[config.mk]
export PLATFORM = sky130hd
export DESIGN_NAME = chan_packet_accum_ctrl
export DESIGN_NICKNAME = d
export VERILOG_FILES = /design/src/rtl/chan_packet_accum_ctrl.sv
export SDC_FILE = /design/constraint.sdc
export NUM_CORES = 1
export LEC_CHECK = 0
export CAP_MARGIN = 20
export CORE_MARGIN = 5
export CORE_UTILIZATION = 35
export CTS_BUF_LIST = sky130_fd_sc_hd__clkbuf_8
export CTS_CLUSTER_DIAMETER = 200
export CTS_CLUSTER_SIZE = 12
export DETAILED_ROUTE_END_ITERATION = 6
export SYNTH_ARGS = -nofsm -noshare
export SYNTH_HDL_FRONTEND = slang
export SYNTH_SLANG_ARGS = --single-unit
[constraint.sdc]
create_clock -name user_clk -period 4.3 [get_ports user_clk]
set_input_delay 1.075 -clock user_clk [delete_from_list [all_inputs] [get_ports user_clk]]
set_output_delay 1.075 -clock user_clk [all_outputs]
set_load 0.03 [all_outputs]
[src/rtl/chan_packet_accum_ctrl.sv]
// Channel packet integrator: sums N signed samples after a software start and
// a frame sync, then strobes the total out once; optional back-to-back runs.
module chan_packet_accum_ctrl #(
   parameter int unsigned IN_W  = 16,
   parameter int unsigned ACC_W = 32
) (
   input  logic                    user_clk,
   input  logic                    user_rst,
   input  logic [31:0]             ctrl_reg,
   input  logic signed [IN_W-1:0]  din,
   input  logic                    din_valid,
   input  logic                    sync_in,
   output logic signed [ACC_W-1:0] acc_out,
   output logic                    acc_valid,
   output logic                    busy,
   output logic [15:0]             dump_cnt,
   output logic                    err_zero_len
);

   localparam int unsigned LEN_W = 16;

   typedef enum logic [1:0] {
      IDLE  = 2'd0,
      ARM   = 2'd1,
      ACCUM = 2'd2
   } state_t;

   state_t                  state_q, state_n;
   logic                    start_q;
   logic [LEN_W-1:0]        len_q, len_n;
   logic [LEN_W-1:0]        cnt_q, cnt_n;
   logic signed [ACC_W-1:0] acc_q, acc_n;
   logic signed [ACC_W-1:0] acc_out_n;
   logic                    acc_valid_n;
   logic                    busy_n;
   logic [15:0]             dump_cnt_n;
   logic                    err_zero_len_n;

   logic                    start_edge_c;
   logic [LEN_W-1:0]        n_field_c;
   logic signed [ACC_W-1:0] din_ext_c;
   logic signed [ACC_W-1:0] sum_c;
   logic [LEN_W-1:0]        cnt_inc_c;
   logic                    done_c;
   logic signed [ACC_W-1:0] done_val_c;
   logic                    unused_ctrl;

   assign unused_ctrl  = ^ctrl_reg[15:2];
   assign start_edge_c = ctrl_reg[0] & ~start_q;
   assign n_field_c    = ctrl_reg[31:16];
   assign din_ext_c    = ACC_W'($signed(din));
   assign sum_c        = acc_q + din_ext_c;
   assign cnt_inc_c    = cnt_q + LEN_W'(1);

   // Next-state and next-output logic
   always_comb begin
      state_n        = state_q;
      len_n          = len_q;
      cnt_n          = cnt_q;
      acc_n          = acc_q;
      acc_out_n      = acc_out;
      acc_valid_n    = 1'b0;
      dump_cnt_n     = dump_cnt;
      err_zero_len_n = err_zero_len;
      done_c         = 1'b0;
      done_val_c     = '0;

      case (state_q)
         IDLE: begin
            if (start_edge_c) begin
               if (n_field_c != '0) begin
                  len_n   = n_field_c;
                  acc_n   = '0;
                  cnt_n   = '0;
                  state_n = ARM;
               end else begin
                  err_zero_len_n = 1'b1;
               end
            end
         end
         ARM: begin
            if (din_valid && sync_in) begin
               if (len_q == LEN_W'(1)) begin
                  done_c     = 1'b1;
                  done_val_c = din_ext_c;
               end else begin
                  acc_n   = din_ext_c;
                  cnt_n   = LEN_W'(1);
                  state_n = ACCUM;
               end
            end
         end
         ACCUM: begin
            if (din_valid) begin
               if (cnt_inc_c == len_q) begin
                  done_c     = 1'b1;
                  done_val_c = sum_c;
               end else begin
                  acc_n = sum_c;
                  cnt_n = cnt_inc_c;
               end
            end
         end
         default: state_n = IDLE;
      endcase

      // Completion clears the running sum so the next valid sample starts a new run
      if (done_c) begin
         acc_out_n   = done_val_c;
         acc_valid_n = 1'b1;
         dump_cnt_n  = dump_cnt + 16'd1;
         acc_n       = '0;
         cnt_n       = '0;
         state_n     = ctrl_reg[1] ? ACCUM : IDLE;
      end

      busy_n = (state_n != IDLE);
   end

   // State and output registers
   always_ff @(posedge user_clk) begin
      if (user_rst) begin
         state_q      <= IDLE;
         start_q      <= 1'b1;
         len_q        <= '0;
         cnt_q        <= '0;
         acc_q        <= '0;
         acc_out      <= '0;
         acc_valid    <= 1'b0;
         busy         <= 1'b0;
         dump_cnt     <= '0;
         err_zero_len <= 1'b0;
      end else begin
         state_q      <= state_n;
         start_q      <= ctrl_reg[0];
         len_q        <= len_n;
         cnt_q        <= cnt_n;
         acc_q        <= acc_n;
         acc_out      <= acc_out_n;
         acc_valid    <= acc_valid_n;
         busy         <= busy_n;
         dump_cnt     <= dump_cnt_n;
         err_zero_len <= err_zero_len_n;
      end
   end

endmodule

Word-level counts from Yosys, hierarchy flattened. Cells that the tools add are included.

Register bits: 118. RAM bits: 0. Memory bits (read-only): 0. Logic and storage cells: 67. Bits in latches: 0. Memories: 0. Input port bits: 52.

Order comparisons: 0. Equal/unequal tests: 10. Shifts and indexed selects: 0. Bitwise operators: 3. Add/sub/neg operators: 3. Multipliers: 0. Multiplexer cells: 32. Reduce and logical (&&, ||, !) cells: 9. Divide/modulo/power cells: 0.

Operators with widths (count): 32-bit two-way mux (10); 16-bit two-way mux (6); 32-bit case mux with 3 select lines (1); 32-bit case mux with 2 select lines (1); 16-bit case mux with 3 select lines (1); 16-bit by 1-bit adder with 16-bit output, second input constant (2); 32-bit by 16-bit adder with 32-bit output (1); 16-bit by 1-bit == test with 1-bit output, second input constant (1); 16-bit == test (1); 16-bit nonzero test (1); 2-bit two-way mux (6); 2-bit inequality test, second input constant (6); 7-bit AND reduction (1); 2-bit case mux with 3 select lines (1); 3-bit AND reduction (2); 1-bit two-way mux (5); 3-bit nonzero test (1); 2-bit by 1-bit == test with 1-bit output, second input constant (1); 2-bit == test, second input constant (1); 2-bit logical NOT (1); 1-bit NOT (2); 1-bit case mux with 2 select lines (1); 2-bit nonzero test (1); 2-bit OR reduction (1); other kinds (2) (2).

Longest topological paths before layout.
Depth in word-level cells: 7. Mapped depth: 13. Gate-level depth less buffers: 11.

Least setup slack after synthesis. OpenSTA, ideal clock, no wires.

Path type: input to register. Start: input din[13]. End: register acc_out[31]. Cell stages on the path: 11. Arrival time: 3.545 ns. Library setup time: 0.078 ns. Buffers on the path: 1. Setup slack: 0.677 ns. Path through: ha_1 -> clkbuf_1 -> nand2_1 -> o21a_1 -> nor2b_1 -> or4_1 -> a31oi_1 -> o21ai_0 -> mux2i_1 -> o311a_1 -> nor3_1.

Word-level cells in the longest chain between the ends: 4.

RTL lines: start, declared (line 10) `input logic signed [IN_W-1:0] din,`; 32-bit by 16-bit adder with 32-bit output (line 52) `assign sum_c = acc_q + din_ext_c;`; 32-bit two-way mux (line 95) `if (cnt_inc_c == len_q) begin`; 32-bit two-way mux (line 94) `if (din_valid) begin`; 32-bit case mux with 2 select lines (line 68) `case (state_q)`; end signal, assigned (line 139) `acc_out <= acc_out_n;`; end, declared (line 13) `output logic signed [ACC_W-1:0] acc_out,`.

Every way passes these cells. A chain may end at the register's enable or synchronous reset.

Worst setup path in the final report.
Start: input din[12]. End: register acc_out[31].

The elaborated chain is that of the path after synthesis.

==> metrics.log <==
[metrics] length of routed met2 wiring: 10,600 um
[metrics] flops & latches, synth: 118
[metrics] Yosys warning total: 0
[metrics] TritonCTS clock tree: yes
[metrics] drt via density: 5.50
[metrics] count of unresolved DRC violations after routing: 0
[metrics] cell area after technology mapping: 7570 um^2
[metrics] clock root buffer: clkbuf_8
[metrics] Clk pin slew, worst setup/hold paths: 0.08 ns
[metrics] data arrival at the endpoint of the critical path: 4.20 ns
[metrics] iteration-0 DRC count of the detailed router: 455
[metrics] Post-synth EDFFs: 0
[metrics] number of nets in the layout: 1,142
[metrics] Power Density: 319 nW/um^2
[metrics] top fanout value on the critical path: 8
[metrics] area taken by multi-input logic gates: 4870 um^2
[metrics] Top delay family on crit path: compound AO/OA/AOI/OAI gates
[metrics] Seq pwr share: 37.9%
[metrics] result of the run: finished clean
[metrics] area growth from synthesis to layout: 23.6%
[metrics] Max Clock Skew: 0.0133 ns
[metrics] endpoints failing setup: 0
[metrics] count of vias placed by the detailed router: 7,362
[metrics] Routed met1 length: 10,700 um
[metrics] FP Rows: 53
[metrics] startpoint class of the critical path: input pin
[metrics] count of input and output buffers: 88
[metrics] Worst path slowest cell: or4_1
[metrics] post-synth cell types: 69
[metrics] Die Outline Area: 24,700 um^2
[metrics] Register Area: 2360 um^2
[metrics] endpoint kind of the worst setup timing path: flip-flop
[metrics] leakage power: 3.61 nW
[metrics] hold buffers post-CTS: 0
[metrics] crit path buf inv count: 1
[metrics] VDD IR-drop max: 238 uV
[metrics] clock share of power: 45.2%
[metrics] number of nets still failing antenna checks after routing: 0
[metrics] part of the Yosys area used for sequential elements: 31.2%
[metrics] H-Tree Level Count: 4
[metrics] final std cell area, no fill: 9360 um^2
[metrics] Detail Route met3 WL: 1360 um
[metrics] max layer used: met4
[metrics] number of instances in the synthesized netlist: 970
[metrics] number of buffers created by CTS: 17
[metrics] core footprint: 21,200 um^2
[metrics] final cycle utilization of the critical path: 89.2%
[metrics] Diodes inserted: 0
[metrics] pin count of the biggest net entering global routing: 46
[metrics] mean cell area of the mapped netlist: 7.81 um^2
[metrics] Combinational Power Share: 16.9%
[metrics] WP data required: 4.67 ns
[metrics] remaining max-slew budget at the tightest pin: 43.6%
[metrics] global router's overall resource usage: 18.6%
[metrics] CP Class: input pin to flip-flop
[metrics] Resize count post-CTS: 0
[metrics] pins over their slew limit: 0
[metrics] first-pass GRT wire length: 37,300 um
[metrics] cell area after placement: 8840 um^2
[metrics] number of iterations in the first detailed-routing pass: 5
[metrics] Die X-Extent: 157 um
[metrics] final critical path time including I/O delays and setup: 3.83 ns
[metrics] count of boundary I/O pins: 103
[metrics] maximum number of buffers from clock root to sink: 2
[metrics] layout cells sized above 1: 8.08%
[metrics] CP cell instances: clkdlybuf4s50_1 -> ha_1 -> a21oi_1 -> o21a_1 -> nor2b_1 -> or4_1 -> a31oi_1 -> o21ai_0 -> mux2i_1 -> o311a_1 -> nor3_1
[metrics] switching power total: 0.826 mW
[metrics] WL/cell: 17.2 um
[metrics] Initial Utilization: 35.8%
[metrics] Detailed Route WL: 23,000 um
[metrics] Total Negative Setup Slacks: 0 ns
[metrics] clock latency on the worst-skew pair: 0.45 ns
[metrics] placer congestion estimate: 0.934
[metrics] initial antenna violation count: 0
[metrics] primary flip-flop cell chosen by synthesis mapping: dfxtp_1
[metrics] Sw Ratio: 27.7%
[metrics] Internal: 2.16 mW
[metrics] unrepaired setup endpoints after global routing: false
[metrics] final-layout fill cell count: 2,084
[metrics] Mapped Nets: 1,061
[metrics] vias in the first global route: 7,134
[metrics] placed wire-length estimate: 16,500 um
[metrics] sum of overflow across all layers after global routing: 0
[metrics] setup fix buffers added after clock tree synthesis: 0
[metrics] endpoints failing hold: 0
[metrics] floorplan die height: 157 um
[metrics] slowest stage delay, CP: 0.53 ns
[metrics] Hold Crit Class: flip-flop to flip-flop
[metrics] Fmax: 261 MHz
[metrics] slew at the pin with the worst max-slew slack: 0.846 ns
[metrics] number of max-capacitance violations reported: 0
[metrics] share of async-settable or async-resettable flops after synthesis: 0%
[metrics] Num Clock Sinks: 118
synth_stat cells (all sizes together) (16+ instances only):
| master | instances | share of area (%) |
|---|---|---|
| nor2 | 109 | 5.4 |
| o21ai | 42 | 2.8 |
| nor3 | 16 | 1.1 |
| clkbuf | 46 | 2.3 |
| ha | 38 | 6.3 |
| xnor2 | 34 | 3.9 |
| nand2 | 103 | 5.2 |
| buf | 18 | 1.3 |
| a21oi | 96 | 6.4 |
| xor2 | 21 | 2.4 |
| a22oi | 16 | 1.6 |
| mux2i | 21 | 2.8 |
| inv | 19 | 0.94 |
| a22o | 21 | 2.4 |
| nand3 | 34 | 2.2 |
| nand4 | 20 | 1.9 |
| dfxtp | 118 | 31 |
final timing paths:
path,end,from,slack (ns),cells after the start
worst max-delay path,acc_out[31]$_SDFFE_PP0P_,din[12],0.47,11
worst min register to register,acc_q[24]$_SDFFE_PP0P_,acc_q[24]$_SDFFE_PP0P_,0.46,2
worst min-delay path,acc_q[24]$_SDFFE_PP0P_,acc_q[24]$_SDFFE_PP0P_,0.46,2
worst max register to register,acc_out[13]$_SDFFE_PP0P_,cnt_q[1]$_SDFFE_PP0P_,0.69,11
placed cells by master, fill, tap and decap left out, types with 9 or more instances in the layout:
cell	Yosys	layout
a211oi_1	15	15
a21o_1	11	11
a21oi_1	95	95
a22o_1	21	21
a22oi_1	16	16
a2bb2oi_1	9	9
a31oi_1	10	10
and3_1	12	12
buf_4	3	36
clkbuf_8	0	20
clkdlybuf4s50_1	0	87
dfxtp_1	118	118
ha_1	38	38
inv_1	19	19
mux2i_1	21	21
nand2_1	102	102
nand3_1	34	34
nand4_1	19	19
nor2_1	109	108
nor2b_1	15	15
nor3_1	16	16
nor4_1	13	13
o211ai_1	11	11
o21ai_0	42	42
or3_1	12	12
xnor2_1	34	34
xor2_1	21	21
final cells by class:
type	instances	area share, %
Timing Repair Buffer	126	12.7
Inverter	19	0.762
Sequential cell	118	25.2
Clock inverter	12	2.62
Multi-Input combinational cell	769	52.1
Clock buffer	20	2.94
Tap cell	275	3.68
power by group through the flow:
stage / clock network [mW] / logic (mW) / registers (mW)
finish: 1.35 / 0.505 / 1.13
global route: 1.43 / 0.556 / 1.13
CTS: 1.38 / 0.502 / 1.13
floorplan: 0 / 0.324 / 1.15
detailed placement: 0 / 0.499 / 1.16
global placement: 0 / 0.499 / 1.16
worst register-to-register path: stages (launching register included):
cell      delay, ns
dfxtp_1        0.40
ha_1           0.28
and3_1         0.36
nand3_1        0.17
o21ba_2        0.23
a2111o_1       0.46
or4b_4         0.61
nand2_4        0.13
nand2_1        0.30
buf_4          0.31
a22oi_1        0.20
nor2_1         0.06
cells by family (layout without fill, tap and decap cells):
family	after synthesis	count (layout)	share of synthesized area (%)
xor+xnor	55	55	6.36
buf+inv	83	177	4.49
simple gates	375	375	24.2
flops	118	118	31.2
fa+ha+maj	39	39	6.54
mux	27	27	3.67
compound gates	273	273	23.6
sequential cells by signal (all words and copies together) (netlist names):
signal,flops
err_zero_len,1
acc_valid,1
start_q,1
acc_out,32
dump_cnt,16
busy,1
len_q,16
acc_q,32
state_q,2
cnt_q,16
metal layers:
layer / GRT usage, % / up-vias
met5: 0 / -
met4: 4.79 / 0
met3: 3.99 / 22
met2: 30.4 / 200
met1: 25.2 / 3450
li1: - / 3690
metrics by stage:
stage / util (%) / hold slack (ns) / setup WS [ns] / std cells / power (mW)
6_report: 44.2 / 0.463 / 0.466 / 1339 / 2.99
5_1_grt: 44.2 / 0.481 / 0.314 / 1339 / 3.12
4_1_cts: 44.2 / 0.466 / 0.508 / 1339 / 3.01
3_5_place_dp: 41.8 / 0.455 / 0.0356 / 1307 / 1.65
3_3_place_gp: 41.8 / 0.447 / 0.0566 / 1307 / 1.65
2_1_floorplan: - / 0.436 / 0.677 / 970 / 1.48
No activity file was read; power rests on OpenSTA's default activity.
